==> src/rtl/seq_alu_core.sv <==
// Sequential 16-opcode ALU with valid/ready handshake and iterative multiply/divide.
// Results and flags are registered and held in DONE until the consumer takes them.
module seq_alu_core #(
  parameter int unsigned WIDTH = 8,
  parameter int unsigned CW    = $clog2(WIDTH + 1)
) (
  input  logic                 clk,
  input  logic                 rst,
  input  logic                 in_valid,
  output logic                 in_ready,
  input  logic [3:0]           op,
  input  logic [WIDTH-1:0]     a,
  input  logic [WIDTH-1:0]     b,
  output logic                 out_valid,
  input  logic                 out_ready,
  output logic [2*WIDTH-1:0]   result,
  output logic                 carry,
  output logic                 zero,
  output logic                 div_zero,
  output logic                 busy
);

  typedef enum logic [1:0] {StIdle, StExec, StDone} state_e;

  localparam logic [3:0] OpMul = 4'd2;
  localparam logic [3:0] OpDiv = 4'd3;

  state_e               state_q, state_d;
  logic [3:0]           op_q, op_d;
  logic [WIDTH-1:0]     a_q, a_d, b_q, b_d;
  logic [CW-1:0]        cnt_q, cnt_d;
  logic [2*WIDTH-1:0]   acc_q, acc_d;
  logic [2*WIDTH-1:0]   result_q, result_d;
  logic                 carry_q, carry_d, zero_q, zero_d, dz_q, dz_d;

  logic [2*WIDTH-1:0]   alu_res;
  logic                 alu_carry;
  logic [WIDTH:0]       sum, diff;
  logic [WIDTH:0]       mul_sum, rem_sh, trial;
  logic [2*WIDTH-1:0]   mul_next, div_next, step;

  // Single-cycle datapath works directly on the inputs at the accept edge.
  always_comb begin
    alu_res   = '0;
    alu_carry = 1'b0;
    sum       = {1'b0, a} + {1'b0, b};
    diff      = {1'b0, a} - {1'b0, b};
    case (op)
      4'd0: begin
        alu_res[WIDTH-1:0] = sum[WIDTH-1:0];
        alu_carry          = sum[WIDTH];
      end
      4'd1: begin
        alu_res[WIDTH-1:0] = diff[WIDTH-1:0];
        alu_carry          = diff[WIDTH];
      end
      4'd3:  alu_res = {a, {WIDTH{1'b1}}};
      4'd4:  alu_res[WIDTH-1:0] = {a[WIDTH-2:0], a[WIDTH-1]};
      4'd5:  alu_res[WIDTH-1:0] = {a[0], a[WIDTH-1:1]};
      4'd6: begin
        for (int i = 0; i < int'(WIDTH); i++) begin
          if (a[i]) alu_res = (2*WIDTH)'(i);
        end
      end
      4'd7:  alu_res[WIDTH-1:0] = a ^ (a >> 1);
      4'd8: begin
        for (int i = 0; i < int'(WIDTH); i++) begin
          alu_res = alu_res + (2*WIDTH)'(a[i]);
        end
      end
      4'd9:  alu_res[0] = ^a;
      4'd10: alu_res[WIDTH-1:0] = a & b;
      4'd11: alu_res[WIDTH-1:0] = a | b;
      4'd12: alu_res[WIDTH-1:0] = ~a;
      4'd13: alu_res[WIDTH-1:0] = a ^ b;
      4'd14: alu_res[0] = (a > b);
      4'd15: alu_res[0] = (a == b);
      default: alu_res = '0;
    endcase
  end

  // Multiply: acc = {partial product, remaining multiplier}, shifted right each step.
  // Divide:   acc = {remainder, dividend/quotient}, shifted left each step.
  always_comb begin
    mul_sum  = {1'b0, acc_q[2*WIDTH-1:WIDTH]} + {1'b0, (acc_q[0] ? a_q : {WIDTH{1'b0}})};
    mul_next = {mul_sum, acc_q[WIDTH-1:1]};
    rem_sh   = {acc_q[2*WIDTH-1:WIDTH], acc_q[WIDTH-1]};
    trial    = rem_sh - {1'b0, b_q};
    if (!trial[WIDTH]) begin
      div_next = {trial[WIDTH-1:0], acc_q[WIDTH-2:0], 1'b1};
    end else begin
      div_next = {rem_sh[WIDTH-1:0], acc_q[WIDTH-2:0], 1'b0};
    end
    step = (op_q == OpMul) ? mul_next : div_next;
  end

  always_comb begin
    state_d  = state_q;
    op_d     = op_q;
    a_d      = a_q;
    b_d      = b_q;
    cnt_d    = cnt_q;
    acc_d    = acc_q;
    result_d = result_q;
    carry_d  = carry_q;
    zero_d   = zero_q;
    dz_d     = dz_q;
    unique case (state_q)
      StIdle: begin
        if (in_valid) begin
          op_d  = op;
          a_d   = a;
          b_d   = b;
          cnt_d = '0;
          if (op == OpMul || (op == OpDiv && b != '0)) begin
            state_d = StExec;
            acc_d   = (op == OpMul) ? {{WIDTH{1'b0}}, b} : {{WIDTH{1'b0}}, a};
          end else begin
            state_d  = StDone;
            result_d = alu_res;
            carry_d  = alu_carry;
            zero_d   = (alu_res == '0);
            dz_d     = (op == OpDiv);
          end
        end
      end
      StExec: begin
        acc_d = step;
        cnt_d = cnt_q + CW'(1);
        if (cnt_q == CW'(WIDTH - 1)) begin
          state_d  = StDone;
          result_d = step;
          carry_d  = 1'b0;
          zero_d   = (step == '0);
          dz_d     = 1'b0;
        end
      end
      StDone: begin
        if (out_ready) state_d = StIdle;
      end
      default: state_d = StIdle;
    endcase
  end

  always_ff @(posedge clk) begin
    if (rst) begin
      state_q  <= StIdle;
      op_q     <= '0;
      a_q      <= '0;
      b_q      <= '0;
      cnt_q    <= '0;
      acc_q    <= '0;
      result_q <= '0;
      carry_q  <= 1'b0;
      zero_q   <= 1'b0;
      dz_q     <= 1'b0;
    end else begin
      state_q  <= state_d;
      op_q     <= op_d;
      a_q      <= a_d;
      b_q      <= b_d;
      cnt_q    <= cnt_d;
      acc_q    <= acc_d;
      result_q <= result_d;
      carry_q  <= carry_d;
      zero_q   <= zero_d;
      dz_q     <= dz_d;
    end
  end

  assign in_ready  = (state_q == StIdle);
  assign out_valid = (state_q == StDone);
  assign busy      = (state_q != StIdle);
  assign result    = result_q;
  assign carry     = carry_q;
  assign zero      = zero_q;
  assign div_zero  = dz_q;

endmodule

==> config.mk <==
export PLATFORM = sky130hd
export DESIGN_NAME = seq_alu_core
export DESIGN_NICKNAME = d
export VERILOG_FILES = /design/src/rtl/seq_alu_core.sv
export SDC_FILE = /design/constraint.sdc
export NUM_CORES = 1
export LEC_CHECK = 0
export CAP_MARGIN = 20
export CORE_ASPECT_RATIO = 1.1
export CORE_MARGIN = 4
export CORE_UTILIZATION = 47
export CTS_CLUSTER_DIAMETER = 50
export DETAILED_ROUTE_END_ITERATION = 10
export PLACE_DENSITY = 0.67
export SYNTH_ARGS = -nofsm -noshare
export SYNTH_HDL_FRONTEND = slang
export SYNTH_SLANG_ARGS = --single-unit
==> constraint.sdc <==
create_clock -name clk -period 10.7 [get_ports clk]
set_input_delay 1.07 -clock clk [delete_from_list [all_inputs] [get_ports clk]]
set_output_delay 1.07 -clock clk [all_outputs]
set_load 0.005 [all_outputs]
# Word level (Yosys, flattened, before mapping)
# Cells that the tools add are included.
dict set report classes {
  addsub 12
  n_mul 0
  div 0
  n_lt_le_gt_ge 1
  eq_ne 25
  n_shift 0
  muxes 40
  n_bitwise 5
  reduce_logical 15
}
# operator count
set op_table {}
lappend op_table {{16-bit 2-to-1 mux} 13}
lappend op_table {{7-bit one-hot mux with 12 select lines} 1}
lappend op_table {{16-bit one-hot mux with 2 select lines} 2}
lappend op_table {{4-bit == test (second input constant)} 8}
lappend op_table {{16-bit zero test} 2}
lappend op_table {{8-bit one-hot mux with 3 select lines} 1}
lappend op_table {{4-bit by 3-bit == test with 1-bit output (second input constant)} 5}
lappend op_table {{8-bit by 8-bit adder with 9-bit output} 2}
lappend op_table {{8-bit 2-to-1 mux} 2}
lappend op_table {{1-bit one-hot mux with 15 select lines} 1}
lappend op_table {{4-bit by 2-bit == test with 1-bit output (second input constant)} 3}
lappend op_table {{1-bit 2-to-1 mux} 9}
lappend op_table {{8-bit by 8-bit subtractor with 9-bit output} 1}
lappend op_table {{9-bit by 8-bit subtractor with 9-bit output} 1}
lappend op_table {{7-bit by 1-bit adder with 8-bit output} 1}
lappend op_table {{8-bit bitwise AND} 1}
lappend op_table {{8-bit == test} 1}
lappend op_table {{8-bit greater-than comparator} 1}
lappend op_table {{2-bit 2-to-1 mux} 4}
lappend op_table {{8-bit inverter} 1}
lappend op_table {{8-bit OR} 1}
lappend op_table {{1-bit one-hot mux with 2 select lines} 4}
lappend op_table {{4-bit one-hot mux with 2 select lines} 1}
lappend op_table {{8-bit nonzero test} 1}
lappend op_table {{25 further kinds} 31}
dict set report word_totals {
  regBits 61
  latchBits 0
  ramBits 0
  mem_bits_ro 0
  input_bits 24
  memories 0
}

# Depth between registers and ports, before layout
dict set report logic_depth {
  depth_word 12
  depth_mapped 16
  mapped_depth_nobuf 15
}

# Worst setup path before layout
# No wires, ideal clock.
dict set report synth_timing {
  path_kind {input to register}
  startpoint {input a[3]}
  endpoint {register zero_q, in the netlist zero}
  arrival_time_ps 4458
  required_ps 10608
  setup_slack_ps 6150
  path_stages 16
  n_path_buf 1
  path_cell_list {clkbuf_1 > inv_1 > fa_1 > fa_1 > fa_1 > inv_1 > ha_1 > fa_1 > nand2b_1 > a21o_1 > a21oi_1 > o21ai_0 > o221ai_1 > nor4_1 > a31oi_1 > o32ai_1}
}
dict set report synth_between {
  elab_chain_cells 10
  word_cells_on_any_way 27
}
# element line_no
set synth_rtl {}
lappend synth_rtl {{from (decl)} 12} ;# input logic [WIDTH-1:0] a,
lappend synth_rtl {{3-bit by 1-bit adder with 4-bit output or 16-bit 2-to-1 mux (tied branches)} {68, 62}}
lappend synth_rtl {{4-bit by 1-bit adder with 5-bit output or 16-bit 2-to-1 mux (tied branches)} {68, 62}}
lappend synth_rtl {{5-bit by 1-bit adder with 6-bit output or 16-bit 2-to-1 mux (tied branches)} {68, 62}}
lappend synth_rtl {{6-bit by 1-bit adder with 7-bit output or 16-bit 2-to-1 mux (tied branches)} {68, 62}}
lappend synth_rtl {{7-bit by 1-bit adder with 8-bit output or 16-bit 2-to-1 mux (tied branches)} {68, 62}}
lappend synth_rtl {{1-bit one-hot mux with 15 select lines (tied with other cells)} 48} ;# case (op)
lappend synth_rtl {{16-bit zero test (*)} 122} ;# zero_d = (alu_res == '0);
lappend synth_rtl {{1-bit 2-to-1 mux (*)} 115} ;# if (op == OpMul || (op == OpDiv && b != '0)) begin
lappend synth_rtl {{1-bit 2-to-1 mux (*)} 110} ;# if (in_valid) begin
lappend synth_rtl {{1-bit one-hot mux with 2 select lines (*)} 108} ;# unique case (state_q)
lappend synth_rtl {{to (signal assigned)} 166} ;# zero_q <= zero_d;
lappend synth_rtl {{to (decl)} 34} ;# logic carry_q, carry_d, zero_q, zero_d, dz_q, dz_d;
# Every way passes the cells marked *; elsewhere a longest branch is shown, timed or not. The select of a mux whose other input is x is not followed.
# A chain may end at the register's enable or synchronous reset.

# Worst setup path after layout
dict set report layout_timing {
  startpoint {input a[1]}
  endpoint {register zero_q, in the netlist zero}
}
dict set report layout_between {
  elab_chain_cells 12
  word_cells_on_any_way 31
}
# element line_no
set layout_rtl {}
lappend layout_rtl {{1-bit by 1-bit adder with 2-bit output or 1-bit 2-to-1 mux (tied branches)} {68, 62}}
lappend layout_rtl {{2-bit by 1-bit adder with 3-bit output or 16-bit 2-to-1 mux (tied branches)} {68, 62}}
lappend layout_rtl {{3-bit by 1-bit adder with 4-bit output or 16-bit 2-to-1 mux (tied branches)} {68, 62}}
lappend layout_rtl {{4-bit by 1-bit adder with 5-bit output or 16-bit 2-to-1 mux (tied branches)} {68, 62}}
lappend layout_rtl {{5-bit by 1-bit adder with 6-bit output or 16-bit 2-to-1 mux (tied branches)} {68, 62}}
lappend layout_rtl {{6-bit by 1-bit adder with 7-bit output or 16-bit 2-to-1 mux (tied branches)} {68, 62}}
lappend layout_rtl {{7-bit by 1-bit adder with 8-bit output or 16-bit 2-to-1 mux (tied branches)} {68, 62}}
lappend layout_rtl {{1-bit one-hot mux with 15 select lines or 7-bit one-hot mux with 12 select lines (tied branches)} 48}
lappend layout_rtl {{16-bit zero test (*)} 122}
lappend layout_rtl {{1-bit 2-to-1 mux (*)} 115}
lappend layout_rtl {{1-bit 2-to-1 mux (*)} 110}
lappend layout_rtl {{1-bit one-hot mux with 2 select lines (*)} 108}
# Marked as above.

==> metrics.txt <==
worst skew pair latency roughly 0.33 ns; post-DR vias/cell 6.25; die width 112 µm; WL per Instance 21.0 µm; Worst EP arrival between 5 and 6 ns; Area growth syn-to-layout 14.7%; CP startpoint kind primary input; total die area 13,700 µm²; port buffer count 45; gpl congestion ~1.0; antenna fix cells 0; most frequent cell after synthesis nand2_1; TritonCTS clock tree built; Crit path max-delay family adder cells; mux share of post-synthesis cell area 2.19%; part of the power in registers 31.8%; ratio of cells with drive above 1 in the final layout approximately 6.5%; Syn Std Cell Area about 5600 µm²; XOR/XNOR Fraction of Synth Area roughly 2.8%; clock skew about 0.0072 ns; largest family of logic cells by synthesized area compound AO/OA/AOI/OAI gates; register area share after synthesis between 20 and 25%; Final Hold Fails 0; detailed-route via count ~6,000; Most Frequent Cell on Critical Path fa_1; top cells by area, synth dfxtp_1, ha_1, nand2_1, a21oi_1, nor2_1; Post-Synth Adder-Cell Area a little over an eighth; Worst Path Required around 11 ns; #FFs+latches synth between 60 and 70; I/O pin count between 40 and 50; Overall Global Routing Usage approximately 29%; Hold Path Class flop to flop; critical path class primary input to flop; hpwl dp 14,800 µm; post-synth top area cell dfxtp_1; CP endpoint kind flop; final WL 19,600 µm; Largest stage delay, worst path between 0.8 and 0.9 ns; largest net degree at the start of global routing 63; Min-Delay Endpoint carry; Cell variety after synth 79; async set-reset flop share out of synthesis 0%; yosys warns 0; clock period minus worst slack approximately 5.4 ns; clock tree buffer depth 2; clock-pin slew on the worst setup and hold paths about 0.06 ns; number of max-cap violations 0; status complete, no violations; CP max stage cell clkdlybuf4s50_1; gr ovfl total 0; setup TNS 0 ns; Leak Pwr roughly 2.6 nW; dominant synthesized flop cell dfxtp_1; crit path buf inv count 3; Final #Nets between 800 and 900; share of the synthesized area in the top cell type roughly 22%; Syn Area/Cell 7.34 µm²; Core Rows roughly 40; Fmax 185 MHz; worst hold path depth 2; Pwr per Cell Area ~120 nW/µm²; worst r2r src acc_q[7]; placed insts 919; r2r setup slk 7.19 ns; final worst setup slack 5.30 ns; Clk network pwr share approximately two fifths; Synth Area in Compound Gates 29.0%; top cells by count, synth nand2_1, a21oi_1, dfxtp_1, nor2_1, ha_1; Cell Count, Final, Fillers Out around 940; worst-margin pin slew about 1.1 ns; maximum fanout along the worst path 13; Hold Startpoint carry; H-tree Lvls 3; Cell Int Power 0.508 mW; Core ar. between 10,000 and 15,000 µm²; final slew viol count 0; Die Y 123 µm; CTS Hold Bufs 0; first-pass GRT wire length between 30,000 and 40,000 µm; DRC Markers 0; Antenna Nets Post-Route 0; Post-synth EDFFs 0; CP Cell Sequence clkdlybuf4s50_1, inv_1, fa_1, fa_1, fa_1, inv_1, ha_1, fa_1, nand2b_1, a21o_1, a21oi_1, o21ai_0, o221ai_1, nor4_1, a31oi_1, o32ai_1; Reg2Reg Depth 12; initial antenna violation count 0; syn nets around 840; r2r endpoint zero; Net Sw Power ~0.27 mW; Final Setup Violations 0; combinational cell fraction of total power a little under a third; Initial Util 48.3%; CTS Sinks 61; DRT iter0 DRCs around 420; fin crit share between 50% and 60%; VDD IR max about 0.00007 V; post-CTS setup buffer count 0; total iterations of the first detailed-routing run 5; vias in the first global route 5,678; RSZ-0062 raised after global routing no; post-CTS resize count 0; simple-gate area share of the yosys netlist about a quarter; TritonCTS buffer count 9; cell count after synthesis 764; switch share between 30% and 40%; Clock Tree Root clkbuf_16; Worst slew margin slightly below 30%; worst slack, placed 5.04 ns
-- worst max path at each step --
stage | from | endpoint | slack [ns] | cells after the start
after floorplan | a[3] | zero | 6.15 | 16
after detailed placement | a[1] | zero | 5.04 | 16
after CTS | a[1] | zero | 5.36 | 16
after global routing | a[1] | zero | 5.09 | 16
final | a[1] | zero | 5.30 | 16
after global placement | a[1] | zero | 5.19 | 16
-- per-stage QoR --
stage                     cell area (µm²)  total power, mW  hold slack [ns]  util (%)
after floorplan                      5610            0.403            0.432         -
after global placement               6130            0.478            0.441      52.8
after detailed placement             6130            0.479            0.446      52.9
after CTS                            6430            0.774            0.454      55.5
after global routing                 6430            0.809            0.474      55.5
final                                6430            0.774            0.453      55.5
-- worst register-to-register path, stage by stage (launching register included) --
cell and delay, ns:
dfxtp_1 0.38, inv_1 0.08, ha_1 0.18, inv_1 0.06, fa_1 0.42, a21oi_2 0.22
o22ai_4 0.13, o311ai_2 0.37, a21oi_1 0.13, a211o_1 0.33, or3_1 0.39, or4_1 0.50
o32ai_1 0.24
-- cells by family (layout without fill, tap and decap cells) --
logic type / Yosys count / count (layout)
simple gates: 281 / 281
compound gates: 236 / 236
buf+inv: 100 / 121
flops: 61 / 61
fa+ha+maj: 56 / 56
xor+xnor: 18 / 18
mux: 12 / 12
-- area by class of cell --
| class | count | area, µm² |
|---|---|---|
| clock inverter | 7 | 75.1 |
| inverter | 46 | 173 |
| timing repair buffer | 59 | 548 |
| multi-input combinational | 603 | 4000 |
| clock buffer | 9 | 225 |
| sequential | 61 | 1220 |
| tap | 150 | 188 |
| fill | 1141 | 5160 |
-- sequential cells by signal (all words and copies together) (netlist names) --
signal    count
a_q           8
acc_q        16
b_q           8
carry         1
cnt_q         4
div_zero      1
op_q          4
result       16
state_q       2
zero          1
-- power by group through the flow --
stage	combinational [mW]	clock [mW]	sequential (mW)
floorplan	0.156	0	0.247
CTS	0.229	0.298	0.246
global placement	0.227	0	0.251
finish	0.233	0.295	0.246
global route	0.253	0.309	0.248
detailed placement	0.228	0	0.251
-- routing by layer --
metal  global-route usage, %  up-vias  part of all wire [%]
li1                        -     2789                     -
met1                    37.2     2779                    43
met2                    49.3      237                    49
met3                    3.70       35                   5.5
met4                    9.39        0                   2.3
met5                       0        -                     0
-- cells in the final DEF, fill, tap and decap left out, types with 4 or more instances in the layout --
cell type	n
buf_4	13
inv_1	46
nor2_1	59
nand2_1	111
xor2_1	7
a21oi_1	74
mux2i_1	10
clkbuf_16	9
fa_1	8
o211ai_1	10
o21ai_0	31
a31oi_1	10
nor3_1	19
a211oi_1	11
a21o_1	11
nand3_1	18
o22ai_1	7
a32oi_1	4
nor2b_1	11
clkdlybuf4s50_1	44
nor4_1	10
nand2b_1	9
or4_1	6
ha_1	48
a22oi_1	15
o31ai_1	7
and2_1	10
xnor2_1	11
dfxtp_1	61
and3_1	6
Power figures use the tool's default switching activity.
